### src/rtl/simd_wb_write_drain.sv
// Write-back drain: buffers multi-hot namespace write requests and serialises them into
// one-namespace-per-cycle scratchpad writes. Optional stall counter via SIMD_WB_STALL_CNT_EN.
module simd_wb_write_drain #(
    parameter int unsigned NS_ID_BITS        = 3,
    parameter int unsigned NS_INDEX_ID_BITS  = 5,
    parameter int unsigned BASE_STRIDE_WIDTH = 4 * (NS_INDEX_ID_BITS + NS_ID_BITS),
    parameter int unsigned NUM_NS            = 6,
    parameter int unsigned FIFO_DEPTH        = 8,
    parameter int unsigned AFULL_LEVEL       = 6,
    parameter int unsigned CNT_WIDTH         = 16
) (
    input  logic                         clk,
    input  logic                         reset,
    input  logic [NUM_NS-1:0]            buf_wr_req_in,
    input  logic [BASE_STRIDE_WIDTH-1:0] buf_wr_addr_in,
    input  logic                         in_loop_in,
    output logic                         mem_wr_valid,
    input  logic                         mem_wr_ready,
    output logic [NS_ID_BITS-1:0]        mem_wr_ns,
    output logic [BASE_STRIDE_WIDTH-1:0] mem_wr_addr,
    output logic                         wb_afull,
    output logic                         wb_overflow,
    output logic                         wb_done,
    output logic [CNT_WIDTH-1:0]         wr_count
`ifdef SIMD_WB_STALL_CNT_EN
    ,
    output logic [CNT_WIDTH-1:0]         stall_cycles
`endif
);

    localparam int unsigned PTR_W = (FIFO_DEPTH > 1) ? $clog2(FIFO_DEPTH) : 1;
    localparam int unsigned OCC_W = PTR_W + 1;

    typedef enum logic [1:0] {
        S_IDLE   = 2'd0,
        S_ACTIVE = 2'd1,
        S_DRAIN  = 2'd2,
        S_DONE   = 2'd3
    } state_e;

    state_e                       state_q;
    logic [NUM_NS-1:0]            fifo_mask_q [FIFO_DEPTH];
    logic [BASE_STRIDE_WIDTH-1:0] fifo_addr_q [FIFO_DEPTH];
    logic [PTR_W-1:0]             wr_ptr_q, wr_ptr_d;
    logic [PTR_W-1:0]             rd_ptr_q, rd_ptr_d;
    logic [OCC_W-1:0]             occ_q, occ_d;
    logic [NUM_NS-1:0]            mask_q, mask_d;
    logic [BASE_STRIDE_WIDTH-1:0] addr_d;

    logic              accepting_c;
    logic              req_any_c;
    logic              fire_c;
    logic              fifo_empty_c;
    logic              fifo_full_c;
    logic              pop_c;
    logic              push_c;
    logic              drop_c;
    logic              cnt_clr_c;
    logic [NUM_NS-1:0] low_onehot_c;
    logic [NUM_NS-1:0] mask_after_c;

    // Index of the lowest set bit; zero for an empty mask.
    function automatic logic [NS_ID_BITS-1:0] lsb_idx(input logic [NUM_NS-1:0] m);
        logic [NS_ID_BITS-1:0] idx;
        logic                  found;
        idx   = '0;
        found = 1'b0;
        for (int i = 0; i < NUM_NS; i++) begin
            if (m[i] && !found) begin
                idx   = NS_ID_BITS'(i);
                found = 1'b1;
            end
        end
        return idx;
    endfunction

    // Dequeue may free a full slot in the same cycle, so the enqueue test includes pop_c.
    always_comb begin
        accepting_c  = (state_q == S_ACTIVE) || (state_q == S_DRAIN);
        req_any_c    = |buf_wr_req_in;
        fire_c       = mem_wr_valid && mem_wr_ready;
        fifo_empty_c = (occ_q == '0);
        fifo_full_c  = (occ_q == OCC_W'(FIFO_DEPTH));
        low_onehot_c = mask_q & NUM_NS'(~mask_q + NUM_NS'(1));
        mask_after_c = fire_c ? (mask_q & ~low_onehot_c) : mask_q;
        pop_c        = (mask_after_c == '0) && !fifo_empty_c;
        push_c       = req_any_c && accepting_c && (!fifo_full_c || pop_c);
        drop_c       = req_any_c && accepting_c && fifo_full_c && !pop_c;
        cnt_clr_c    = (state_q == S_IDLE) && in_loop_in;

        mask_d   = mask_after_c;
        addr_d   = mem_wr_addr;
        rd_ptr_d = rd_ptr_q;
        wr_ptr_d = wr_ptr_q;
        if (pop_c) begin
            mask_d   = fifo_mask_q[rd_ptr_q];
            addr_d   = fifo_addr_q[rd_ptr_q];
            rd_ptr_d = rd_ptr_q + PTR_W'(1);
        end
        if (push_c) begin
            wr_ptr_d = wr_ptr_q + PTR_W'(1);
        end
        occ_d = occ_q + OCC_W'(push_c) - OCC_W'(pop_c);
    end

    // FIFO storage carries no reset; validity is tracked by the pointers and occupancy.
    always_ff @(posedge clk) begin
        if (push_c) begin
            fifo_mask_q[wr_ptr_q] <= buf_wr_req_in;
            fifo_addr_q[wr_ptr_q] <= buf_wr_addr_in;
        end
    end

    always_ff @(posedge clk) begin
        if (reset) begin
            wr_ptr_q     <= '0;
            rd_ptr_q     <= '0;
            occ_q        <= '0;
            mask_q       <= '0;
            mem_wr_valid <= 1'b0;
            mem_wr_ns    <= '0;
            mem_wr_addr  <= '0;
            wb_afull     <= 1'b0;
            wb_overflow  <= 1'b0;
            wr_count     <= '0;
        end else begin
            wr_ptr_q     <= wr_ptr_d;
            rd_ptr_q     <= rd_ptr_d;
            occ_q        <= occ_d;
            mask_q       <= mask_d;
            mem_wr_valid <= |mask_d;
            mem_wr_ns    <= lsb_idx(mask_d);
            mem_wr_addr  <= addr_d;
            wb_afull     <= (occ_d >= OCC_W'(AFULL_LEVEL));
            if (drop_c) begin
                wb_overflow <= 1'b1;
            end
            if (cnt_clr_c) begin
                wr_count <= '0;
            end else if (fire_c) begin
                wr_count <= wr_count + CNT_WIDTH'(1);
            end
        end
    end

    // Loop-activity state machine; wb_done is high exactly while in DONE.
    always_ff @(posedge clk) begin
        if (reset) begin
            state_q <= S_IDLE;
            wb_done <= 1'b0;
        end else begin
            wb_done <= 1'b0;
            case (state_q)
                S_IDLE: begin
                    if (in_loop_in) begin
                        state_q <= S_ACTIVE;
                    end
                end
                S_ACTIVE: begin
                    if (!in_loop_in) begin
                        state_q <= S_DRAIN;
                    end
                end
                S_DRAIN: begin
                    if (in_loop_in) begin
                        state_q <= S_ACTIVE;
                    end else if (fifo_empty_c && (mask_q == '0) && !push_c) begin
                        state_q <= S_DONE;
                        wb_done <= 1'b1;
                    end
                end
                default: begin
                    state_q <= S_IDLE;
                end
            endcase
        end
    end

`ifdef SIMD_WB_STALL_CNT_EN
    // Backpressure cycles seen by a presented write, saturating.
    always_ff @(posedge clk) begin
        if (reset || cnt_clr_c) begin
            stall_cycles <= '0;
        end else if (mem_wr_valid && !mem_wr_ready && (stall_cycles != '1)) begin
            stall_cycles <= stall_cycles + CNT_WIDTH'(1);
        end
    end
`endif

endmodule

### config.mk
export PLATFORM = sky130hd
export DESIGN_NAME = simd_wb_write_drain
export DESIGN_NICKNAME = d
export VERILOG_FILES = /design/src/rtl/simd_wb_write_drain.sv
export SDC_FILE = /design/constraint.sdc
export NUM_CORES = 1
export LEC_CHECK = 0
export CORE_ASPECT_RATIO = 0.75
export CORE_MARGIN = 2
export CORE_UTILIZATION = 50
export DETAILED_ROUTE_END_ITERATION = 8
export GPL_ROUTABILITY_DRIVEN = 0
export GPL_TIMING_DRIVEN = 1
export PLACE_DENSITY = 0.78
export SYNTH_ARGS = -nofsm -noshare
export SYNTH_HDL_FRONTEND = slang
export SYNTH_SLANG_ARGS = --single-unit
### constraint.sdc
create_clock -name clk -period 8.54 [get_ports clk]
set_input_delay 2.135 -clock clk [delete_from_list [all_inputs] [get_ports clk]]
set_output_delay 2.135 -clock clk [all_outputs]
set_load 0.02 [all_outputs]
# After elaboration in Yosys (flattened, before gate mapping)
# Memory sizes are Yosys's and may differ from the RTL's. A register that Yosys moved wholly into a read port is not among the register bits.
# Index checks and enable logic that the tools add are counted.
# W data, S select, Z words.
[word_totals]
register_bits = 41
mem_count = 2
latch_bits = 0
mem_bits_ro = 0
ramBits = 304
out_inout_bits = 55
[classes]
n_shift = 0
bitwise_logic = 5
n_eq_ne = 6
muxes = 27
mul = 0
magnitude_cmp = 1
addsub = 6
reduce_logical = 35
n_div = 0
[mem_list]
columns = ["memory", "depth", "width", "rd", "rd_ports_with_merged_regs", "wr", "line_no", "rtl"]
rows = [
  ["fifo_addr_q", 8, 32, 1, 1, 1, "43", "logic [BASE_STRIDE_WIDTH-1:0] fifo_addr_q [FIFO_DEPTH];"],
  ["fifo_mask_q", 8, 6, 1, 1, 1, "42", "logic [NUM_NS-1:0] fifo_mask_q [FIFO_DEPTH];"],
]
[ops]
columns = ["operator", "n"]
rows = [
  ["$mux W3", 6],
  ["$add A16 B1 Y16 const B", 1],
  ["$logic_and A1 B1 Y1", 14],
  ["$mux W1", 14],
  ["$and A6 B6 Y6", 2],
  ["$logic_not A6 Y1", 2],
  ["$mux W6", 2],
  ["$not A6 Y6", 2],
  ["$reduce_or A6 Y1", 2],
  ["$logic_not A1 Y1", 9],
  ["$mux W2", 4],
  ["$add A3 B1 Y3 const B", 2],
  ["$add A6 B1 Y6 const B", 1],
  ["$pmux W2 S3", 1],
  ["$reduce_or A3 Y1", 2],
  ["$add A4 B1 Y4", 1],
  ["$eq A4 B4 Y1 const B", 1],
  ["$ge A4 B3 Y1 const B", 1],
  ["$logic_not A4 Y1", 1],
  ["$ne A2 B2 Y1 const B", 2],
  ["$sub A4 B1 Y4", 1],
  ["$ne A3 B2 Y1 const B", 1],
  ["$reduce_and A3 Y1", 1],
  ["$eq A2 B1 Y1 const B", 1],
  ["5 further kinds", 6],
]

# Logic depth before layout (Yosys ltp)
# Gate-level depths: netlist (run 1).
[depth]
ltp_word = 30
depth_mapped = 14

# Worst setup path before layout (run 1)
# Ideal clock, no wire load.
[synth_path]
path_type = "input-to-reg"
start = "input port mem_wr_ready"
end = "memory fifo_addr_q[2][0] (netlist name), enable pin"
stages = 5
arrival_time_ps = 6957
n_path_buf = 0
setup_slack_ps = 1042
cell_sequence = "nand4bb_1 -> nor3_1 -> o31a_4 -> o21bai_4 -> nor4b_1"
[synth_via]
elab_chain_len = 8
[synth_lines]
columns = ["element", "line_no", "rtl"]
rows = [
  ["start: declaration", "18", "input logic mem_wr_ready,"],
  ["$logic_and A1 B1 Y1", "81", "fire_c = mem_wr_valid && mem_wr_ready;"],
  ["$mux W6", "85", "mask_after_c = fire_c ? (mask_q & ~low_onehot_c) : mask_q;"],
  ["$logic_not A6 Y1", "86", "pop_c = (mask_after_c == '0) && !fifo_empty_c;"],
  ["$logic_and A1 B1 Y1", "86", ""],
  ["$logic_or A1 B1 Y1", "87", "push_c = req_any_c && accepting_c && (!fifo_full_c || pop_c);"],
  ["$logic_and A1 B1 Y1", "87", ""],
  ["$mux W1", "108", "if (push_c) begin"],
  ["$mux W1 (not written as such)", "110", "fifo_addr_q[wr_ptr_q] <= buf_wr_addr_in;"],
  ["end: declaration", "43", ""],
]
# No other way between the ends.

# Worst setup path after layout (run 1)
[layout_path]
start = "input port mem_wr_ready"
end = "register wb_afull"
[layout_via]
elab_chain_len = 9
[layout_lines]
columns = ["element", "line_no", "rtl"]
rows = [
  ["$logic_and A1 B1 Y1 *", "81", ""],
  ["$mux W6 *", "85", ""],
  ["$logic_not A6 Y1 *", "86", ""],
  ["$logic_and A1 B1 Y1 *", "86", ""],
  ["$logic_or A1 B1 Y1", "87", ""],
  ["$logic_and A1 B1 Y1", "87", ""],
  ["$add A4 B1 Y4", "103", "occ_d = occ_q + OCC_W'(push_c) - OCC_W'(pop_c);"],
  ["$sub A4 B1 Y4 *", "103", ""],
  ["$ge A4 B3 Y1 *", "134", "wb_afull <= (occ_d >= OCC_W'(AFULL_LEVEL));"],
  ["end signal: assignment", "134", ""],
  ["end: declaration", "21", "output logic wb_afull,"],
]
# Every way passes the cells marked *; elsewhere a longest branch is shown, timed or not.
# A chain may end at the register's enable or synchronous reset.

==> impl_metrics.env, run 1 <==
export IMPL_wl_per_cell_um=21.8
export IMPL_syn_nets=846
export IMPL_dp_cells=1253
export IMPL_status="complete, no violations"
export IMPL_cts_root_buffer="clkbuf_16"
export IMPL_fin_crit_ps=5220
export IMPL_clock_sinks=380
export IMPL_grt_pass1_vias=7689
export IMPL_yosysWarnings=0
export IMPL_cts_tree="built"
export IMPL_crit_fanout=75
export IMPL_fin_cells=1321
export IMPL_rows=54
export IMPL_setup_viol=0
export IMPL_final_common_cell="edfxtp_1"
export IMPL_timing_fmax_ghz=0.192
export IMPL_endpoint_kind="flip-flop"
export IMPL_report_power_total_mw=5.64
export IMPL_vdd_drop_max_mv=0.205
export IMPL_tightest_slew_ps=1060
export IMPL_synth_ff_type="edfxtp_1"
export IMPL_vias_per_cell=5.63
export IMPL_drt_iter0_markers=631
export IMPL_top_usage_layer="met2"
export IMPL_grt_met1_usage_pct=27.3
export IMPL_use_met2_pct=30.0
export IMPL_power_density_mw_per_mm2=325
export IMPL_drv_slew=0
export IMPL_syn_area_sq_mm=0.0148
export IMPL_cts_max_level=2
export IMPL_slew_headroom_pct=29.4
export IMPL_grt_pass1_wl_mm=44.7
export IMPL_drive_above_1_share_pct=21.4
export IMPL_arrival_ps=5640
export IMPL_clk_pin_slew_ps=60
export IMPL_ys_types=60
export IMPL_synth_edff_count=304
export IMPL_finalCritPeriodShare_pct=61.1
export IMPL_met3_usage_pct=3.54
export IMPL_tns_ps=0
export IMPL_die_w_um=202
export IMPL_antenna_found_initial=0
export IMPL_syn_inst=791
export IMPL_async_flop_share_pct=0
export IMPL_ios=97
export IMPL_required_ps=8950
export IMPL_hold_class="flip-flop to flip-flop"
export IMPL_rsz0062_at_grt="no"
export IMPL_grt_total_usage_pct=18.9
export IMPL_worstSetupPathType="primary input to flip-flop"
export IMPL_die_area_sq_mm=0.0309
export IMPL_layout_common_cells="edfxtp_1, clkdlybuf4s50_1, mux4_2, nor2_1, dfxtp_1"
export IMPL_finalClockSkew_ps=22.7
export IMPL_core_sq_mm=0.0291
export IMPL_ys_seq_elements=380
export IMPL_syn_avg_cell_area_sq_um=18.7
export IMPL_ys_seq_area_share_pct=72.1
export IMPL_num_vias=7436
export IMPL_power_leakage_nw=5.47
export IMPL_hold_viol=0
export IMPL_wl_mm=28.8
export IMPL_layout_nets=955
export IMPL_cts_resized=0
export IMPL_start_util_pct=50.8
export IMPL_post_cts_buffers=0
export IMPL_remaining_drc_errors=0
export IMPL_drv_cap=0
export IMPL_overflow=0
export IMPL_cts_made_buffers=37
export IMPL_die_y_um=153
export IMPL_syn_to_final_growth_pct=17.6
export IMPL_cts_buffer_depth=3
export IMPL_ant_nets=0
export IMPL_diodes=0
export IMPL_start_kind="primary input"
export IMPL_hpwl_mm=16.9
export IMPL_grt_max_degree=76
export IMPL_ctsHoldBuffers=0
export IMPL_num_fill_cells=2061
export IMPL_port_buffers=96
export IMPL_clk_latency_ps=530
export IMPL_firstDrtPassIters=5
-- synth_stat cells, types with 10 or more instances --
master / number / area, sq um
a211oi_2: 32 / 400
a21oi_1: 10 / 50.1
buf_2: 11 / 55.1
clkbuf_1: 14 / 52.6
dfxtp_1: 76 / 1520
edfxtp_1: 304 / 9130
ha_1: 12 / 150
mux2i_1: 38 / 380
mux4_2: 76 / 1710
nand2_1: 16 / 60.1
nor2_1: 75 / 282
xor2_1: 12 / 105
-- path summary, 6_finish.rpt --
| path | slack (ps) | end | from | depth (start not counted) |
|---|---|---|---|---|
| max | 3320 | wb_afull | mem_wr_ready | 12 |
| min reg2reg | 490 | wb_overflow | wb_overflow | 2 |
| max reg2reg | 4980 | wb_afull | mask_q[3] | 11 |
| min | 490 | wb_overflow | wb_overflow | 2 |
-- where the power goes --
group          leakage (nW)  total [mW]  switching [mW]  internal, mW
clock                 0.590        1.62           0.663         0.961
combinational          1.51        1.60           0.878         0.722
sequential             3.37        2.41           0.151          2.26
-- registers in the layout, summed over array words and instances, names as in the netlist, named ones only --
signal and flops:
fifo_addr_q 256, fifo_mask_q 48, mem_wr_addr 32, wr_count 16, mask_q 6, occ_q 4
mem_wr_ns 3, rd_ptr_q 3, wr_ptr_q 3, state_q 2, mem_wr_valid 1, wb_afull 1
wb_done 1, wb_overflow 1
-- routing by layer --
metal | vias to the layer above | part of all wire (%)
met2 | 239 | 48
met5 | - | 0
met1 | 3806 | 45
met4 | 0 | 1.3
met3 | 32 | 6.1
li1 | 3359 | -
-- area by class of cell --
type / count / area [sq um] / area share, %
clock buffer: 51 / 1020 / 5.88
clock inverter: 17 / 184 / 1.06
inverter: 8 / 30.0 / 0.173
multi-input combinational: 362 / 3910 / 22.5
sequential: 380 / 10700 / 61.4
tap: 392 / 490 / 2.83
timing repair buffer: 111 / 1070 / 6.15
-- kinds of logic after synthesis --
family,after synthesis,share of synthesized area (%)
flops,380,72.1
mux,118,14.5
buf+inv,49,1.72
simple gates,136,4.45
fa+ha+maj,17,1.42
xor+xnor,19,1.13
compound gates,72,4.69
-- through the flow --
step	instance area, sq um	util (%)	hold WS, ps	setup slack (ps)
after floorplan	14800	-	560	1040
after global placement	16200	55.6	476	2990
after detailed placement	16200	55.6	494	2860
after CTS	17400	59.8	505	3380
after global routing	17400	59.8	517	3070
final	17400	59.8	494	3320
-- worst max-delay path, stage by stage --
cell and delay (ps):
clkdlybuf4s50_1 490, nand4bb_1 230, nor3_1 410, o31a_4 200
buf_4 750, nand2_1 290, ha_1 360, a21o_1 160
a21oi_1 170, xnor2_1 150, nor2_1 70, a21o_1 190
Power figures use the tool's default switching activity.
==> run 2, diff against run 1 <==
- PLACE_DENSITY: 0.78 -> 0.81
- clock period: 8.54 -> 4.2 ns (I/O delays scaled with it)
==> run 2 against run 1 <==
Net effect:
- sequential cell count unchanged
- via count up 0.70%
- clock skew down 2.1 ps
- setup slack worse by 2600 ps
- final cell count up 0.83%
- non-clock buffer count up 13
- critical endpoint is now fifo_addr_q[7][12]
- largest cell class unchanged
- largest power group unchanged
==> impl_metrics.env, run 2 (synthesis results as in run 1) <==
export IMPL_drt_iter0_markers=635
export IMPL_top_usage_layer="met2"
export IMPL_diodes=0
export IMPL_cts_max_level=2
export IMPL_cts_buffer_depth=3
export IMPL_arrival_ps=3730
export IMPL_seq_area_sq_mm=0.0107
export IMPL_start_util_pct=50.8
export IMPL_required_ps=4410
export IMPL_die_y_um=153
export IMPL_largestRegisters="fifo_addr_q x256, fifo_mask_q x48, mem_wr_addr x32"
export IMPL_drv_slew=0
export IMPL_port_buffers=96
export IMPL_drv_cap=0
export IMPL_grt_total_usage_pct=19.3
export IMPL_met3_usage_pct=3.20
export IMPL_core_sq_mm=0.0291
export IMPL_setup_slack_ps=680
export IMPL_power_density_mw_per_mm2=662
export IMPL_top_register="fifo_addr_q"
export IMPL_vias_per_cell=5.62
export IMPL_overflow=0
export IMPL_setup_viol=0
export IMPL_dp_slack_ps=158
export IMPL_clk_pin_slew_ps=60
export IMPL_firstDrtPassIters=5
export IMPL_fin_crit_ps=3520
export IMPL_cts_made_buffers=36
export IMPL_tightest_slew_ps=1120
export IMPL_rows=54
export IMPL_remaining_drc_errors=0
export IMPL_grt_met1_usage_pct=27.9
export IMPL_vdd_drop_max_mv=0.444
export IMPL_antenna_found_initial=0
export IMPL_clock_sinks=380
export IMPL_num_vias=7488
export IMPL_wl_mm=29.2
export IMPL_die_w_um=202
export IMPL_grt_pass1_wl_mm=45.5
export IMPL_hold_viol=0
export IMPL_grt_pass1_vias=7675
export IMPL_drive_above_1_share_pct=23.1
export IMPL_die_area_sq_mm=0.0309
export IMPL_cts_root_buffer="clkbuf_16"
export IMPL_grt_max_degree=47
export IMPL_endpoint_kind="flip-flop"
export IMPL_use_met2_pct=31.3
export IMPL_num_fill_cells=2087
export IMPL_tns_ps=0
export IMPL_hp_start="wr_count[1]"
export IMPL_rsz0062_at_grt="no"
export IMPL_layout_nets=967
export IMPL_ctsHoldBuffers=0
export IMPL_cts_resized=0
export IMPL_power_leakage_nw=5.55
export IMPL_worstSetupPathType="primary input to flip-flop"
export IMPL_ant_nets=0
export IMPL_timing_rr_start="mask_q[3]"
export IMPL_crit_fanout=31
export IMPL_timing_fmax_ghz=0.284
export IMPL_ios=97
export IMPL_multi_input_area_sq_mm=0.00395
export IMPL_hpwl_mm=17.3
export IMPL_cts_tree="built"
export IMPL_hold_class="flip-flop to flip-flop"
export IMPL_final_common_cell="edfxtp_1"
export IMPL_finalClockSkew_ps=20.6
export IMPL_worstSetupStartpoint="mem_wr_ready"
export IMPL_largest_reg_flops=256
export IMPL_syn_to_final_growth_pct=19.0
export IMPL_slew_headroom_pct=24.9
export IMPL_layout_common_cells="edfxtp_1, clkdlybuf4s50_1, mux4_2, nor2_1, dfxtp_1"
export IMPL_post_cts_buffers=0
export IMPL_wl_per_cell_um=21.9
export IMPL_status="complete, no violations"
export IMPL_clk_latency_ps=520
export IMPL_start_kind="primary input"
export IMPL_finalCritPeriodShare_pct=83.8
run 2: changes by cell type in the layout (fill, tap and decap cells not counted), moves of 2 or more:
| cell | before | now |
|---|---|---|
| nor3_2 | 2 | 0 |
| nor3_4 | 0 | 2 |
| clkbuf_8 | 0 | 2 |
| buf_12 | 0 | 2 |
| nor4b_4 | 0 | 2 |
| clkinvlp_4 | 0 | 3 |
| clkbuf_1 | 12 | 6 |
| nor4b_2 | 2 | 0 |
| buf_4 | 15 | 26 |
run 2: metal layers:
layer | vias up | routed length, um
li1 | 3380 | -
met1 | 3846 | 12900
met2 | 232 | 14300
met3 | 30 | 1660
met4 | 0 | 371
met5 | - | 0
run 2: cell type report:
type                    count  area share, %
multi-input cells         362           22.5
clock inverters            20           1.41
flip-flops and latches    380           60.7
inverters                   8          0.171
well taps                 392           2.79
clock buffers              46           5.70
repair buffers            124           6.78
run 2: report_power, final:
part           internal (mW)  switching [mW]  total, mW  leakage [nW]
Sequential              4.59           0.406       5.00          3.37
Clock                   2.01            1.37       3.38         0.605
Combinational           1.51            1.74       3.25          1.57
run 2: through the flow:
| step | util, % | instances | instance area [sq um] | hold slack (ps) | power (mW) |
|---|---|---|---|---|---|
| after floorplan | - | 791 | 14800 | 560 | 7.41 |
| after global placement | 56.2 | 1266 | 16300 | 487 | 8.26 |
| after detailed placement | 56.2 | 1266 | 16300 | 501 | 8.34 |
| after CTS | 60.5 | 1332 | 17600 | 510 | 11.8 |
| after global routing | 60.5 | 1332 | 17600 | 555 | 12.2 |
| final | 60.5 | 1332 | 17600 | 512 | 11.6 |
run 2: critical path, cell delays in order:
cell and delay (ps):
clkdlybuf4s50_1 510, nand4bb_1 150, nor3_1 310, o31a_4 190, o21bai_4 70, or2_4 240, nor2_4 870, buf_4 320
run 2: worst paths after layout:
kind / to / depth (start not counted) / slack, ps
worst min register to register: wr_count[1] / 2 / 510
worst max register to register: fifo_addr_q[7][12] / 7 / 1100
worst max-delay path: fifo_addr_q[7][12] / 8 / 680
worst min-delay path: wr_count[1] / 2 / 510
==> run 3, diff against run 2 <==
- clock period: 4.2 -> 3.1 ns (I/O delays scaled with it)
==> run 3 against run 2 <==
Net effect:
- sequential power increased by 33%
- first-iteration DRC count increased by 0.63%
- final cell count increased by 2.3%
- sequential cell count unchanged
- die area unchanged
- sequential share of layout area decreased by 1.4 points
- via count increased by 2.9%
- highest routed layer is now met5
- combinational power increased by 52%
- count of clock-buffer cells in the layout increased by 5
- largest power group unchanged
- critical path depth increased by 4
==> impl_metrics.env, run 3 (synthesis results as in run 1) <==
export IMPL_setup_viol=0
export IMPL_clk_pin_slew_ps=60
export IMPL_grt_max_degree=41
export IMPL_status="complete, no violations"
export IMPL_overflow=0
export IMPL_grt_total_usage_pct=20.0
export IMPL_cts_resized=0
export IMPL_cts_tree="built"
export IMPL_power_leakage_nw=5.74
export IMPL_hpwl_mm=19.0
export IMPL_layout_common_cells="edfxtp_1, clkdlybuf4s50_1, mux4_2, nor2_1, dfxtp_1"
export IMPL_start_kind="primary input"
export IMPL_top_register="fifo_addr_q"
export IMPL_report_power_total_mw=15.9
export IMPL_cts_max_level=2
export IMPL_largestRegisters="fifo_addr_q x256, fifo_mask_q x48, mem_wr_addr x32"
export IMPL_grt_pass1_vias=7931
export IMPL_hold_class="flip-flop to flip-flop"
export IMPL_num_vias=7706
export IMPL_cts_root_buffer="clkbuf_16"
export IMPL_cts_buffer_depth=3
export IMPL_start_util_pct=50.8
export IMPL_die_y_um=153
export IMPL_holdWs_ps=508
export IMPL_port_buffers=96
export IMPL_final_util_pct=61.9
export IMPL_stdcell_area_sq_mm=0.0180
export IMPL_layout_nets=998
export IMPL_syn_to_final_growth_pct=21.7
export IMPL_ios=97
export IMPL_wl_per_cell_um=22.1
export IMPL_rsz0062_at_grt="no"
export IMPL_drv_slew=0
export IMPL_die_w_um=202
export IMPL_remaining_drc_errors=0
export IMPL_largest_reg_flops=256
export IMPL_final_common_cell="edfxtp_1"
export IMPL_finalCritPeriodShare_pct=91.7
export IMPL_finalClockSkew_ps=17.8
export IMPL_slew_headroom_pct=54.1
export IMPL_hold_depth=2
export IMPL_clk_latency_ps=520
export IMPL_endpoint_kind="flip-flop"
export IMPL_diodes=0
export IMPL_timing_fmax_ghz=0.352
export IMPL_clock_sinks=380
export IMPL_tns_ps=0
export IMPL_die_area_sq_mm=0.0309
export IMPL_ctsHoldBuffers=0
export IMPL_reg2reg_depth=9
export IMPL_antenna_found_initial=1
export IMPL_fin_crit_ps=2840
export IMPL_place_area_sq_mm=0.0168
export IMPL_arrival_ps=3260
export IMPL_hold_viol=0
export IMPL_power_density_mw_per_mm2=883
export IMPL_drt_iter0_markers=639
export IMPL_rows=54
export IMPL_post_cts_buffers=0
export IMPL_drv_cap=0
export IMPL_wl_mm=30.1
export IMPL_vdd_drop_max_mv=0.483
export IMPL_core_sq_mm=0.0291
export IMPL_firstDrtPassIters=5
export IMPL_drive_above_1_share_pct=25.5
export IMPL_grt_pass1_wl_mm=46.9
export IMPL_vias_per_cell=5.66
export IMPL_required_ps=3520
export IMPL_tightest_slew_ps=689
export IMPL_crit_fanout=3
export IMPL_ant_nets=0
export IMPL_cts_made_buffers=36
export IMPL_worstSetupPathType="primary input to flip-flop"
==> run 3: power breakdown <==
part | internal [mW] | switching (mW) | total, mW | leakage (nW)
combinational | 2.33 | 2.61 | 4.94 | 1.79
clock | 2.49 | 1.78 | 4.27 | 0.572
sequential | 6.22 | 0.441 | 6.66 | 3.37
==> run 3: critical path: stages <==
cell	delay (ps)
clkdlybuf4s50_1	410
or4_1	550
o31ai_2	200
buf_4	160
nor2_1	50
nand2_1	70
nand2_1	60
ha_1	200
fa_1	380
xnor2_1	140
nor2_1	70
a21o_1	180
==> run 3: cell type report <==
cell class,count,area (sq um)
clock inverter,14,128
multi-input combinational,362,3960
sequential,380,10700
tap,392,490
clock buffer,51,1030
timing repair buffer,155,1670
fill,1985,11100
inverter,8,30.0
==> run 3: per-stage QoR <==
stage               cells  worst slack (ps)
finish               1362               258
global route         1362               136
global placement     1297              -266
CTS                  1362               262
floorplan             791              -189
detailed placement   1297              -289
==> run 3: worst paths after layout <==
path                     from                 to  slack, ps
max          buf_wr_req_in[1]           wb_afull        260
min               wr_count[6]        wr_count[6]        510
max reg2reg        state_q[0]  fifo_addr_q[4][0]        400
min reg2reg       wr_count[6]        wr_count[6]        510
==> run 3: layer usage <==
metal / GRT usage [%] / vias to the layer above / share of wire (%)
met3: 3.26 / 49 / 6.2
li1: - / 3445 / -
met2: 31.4 / 259 / 48
met5: 0 / - / 0.030
met1: 29.2 / 3951 / 44
met4: 5.60 / 2 / 2.1
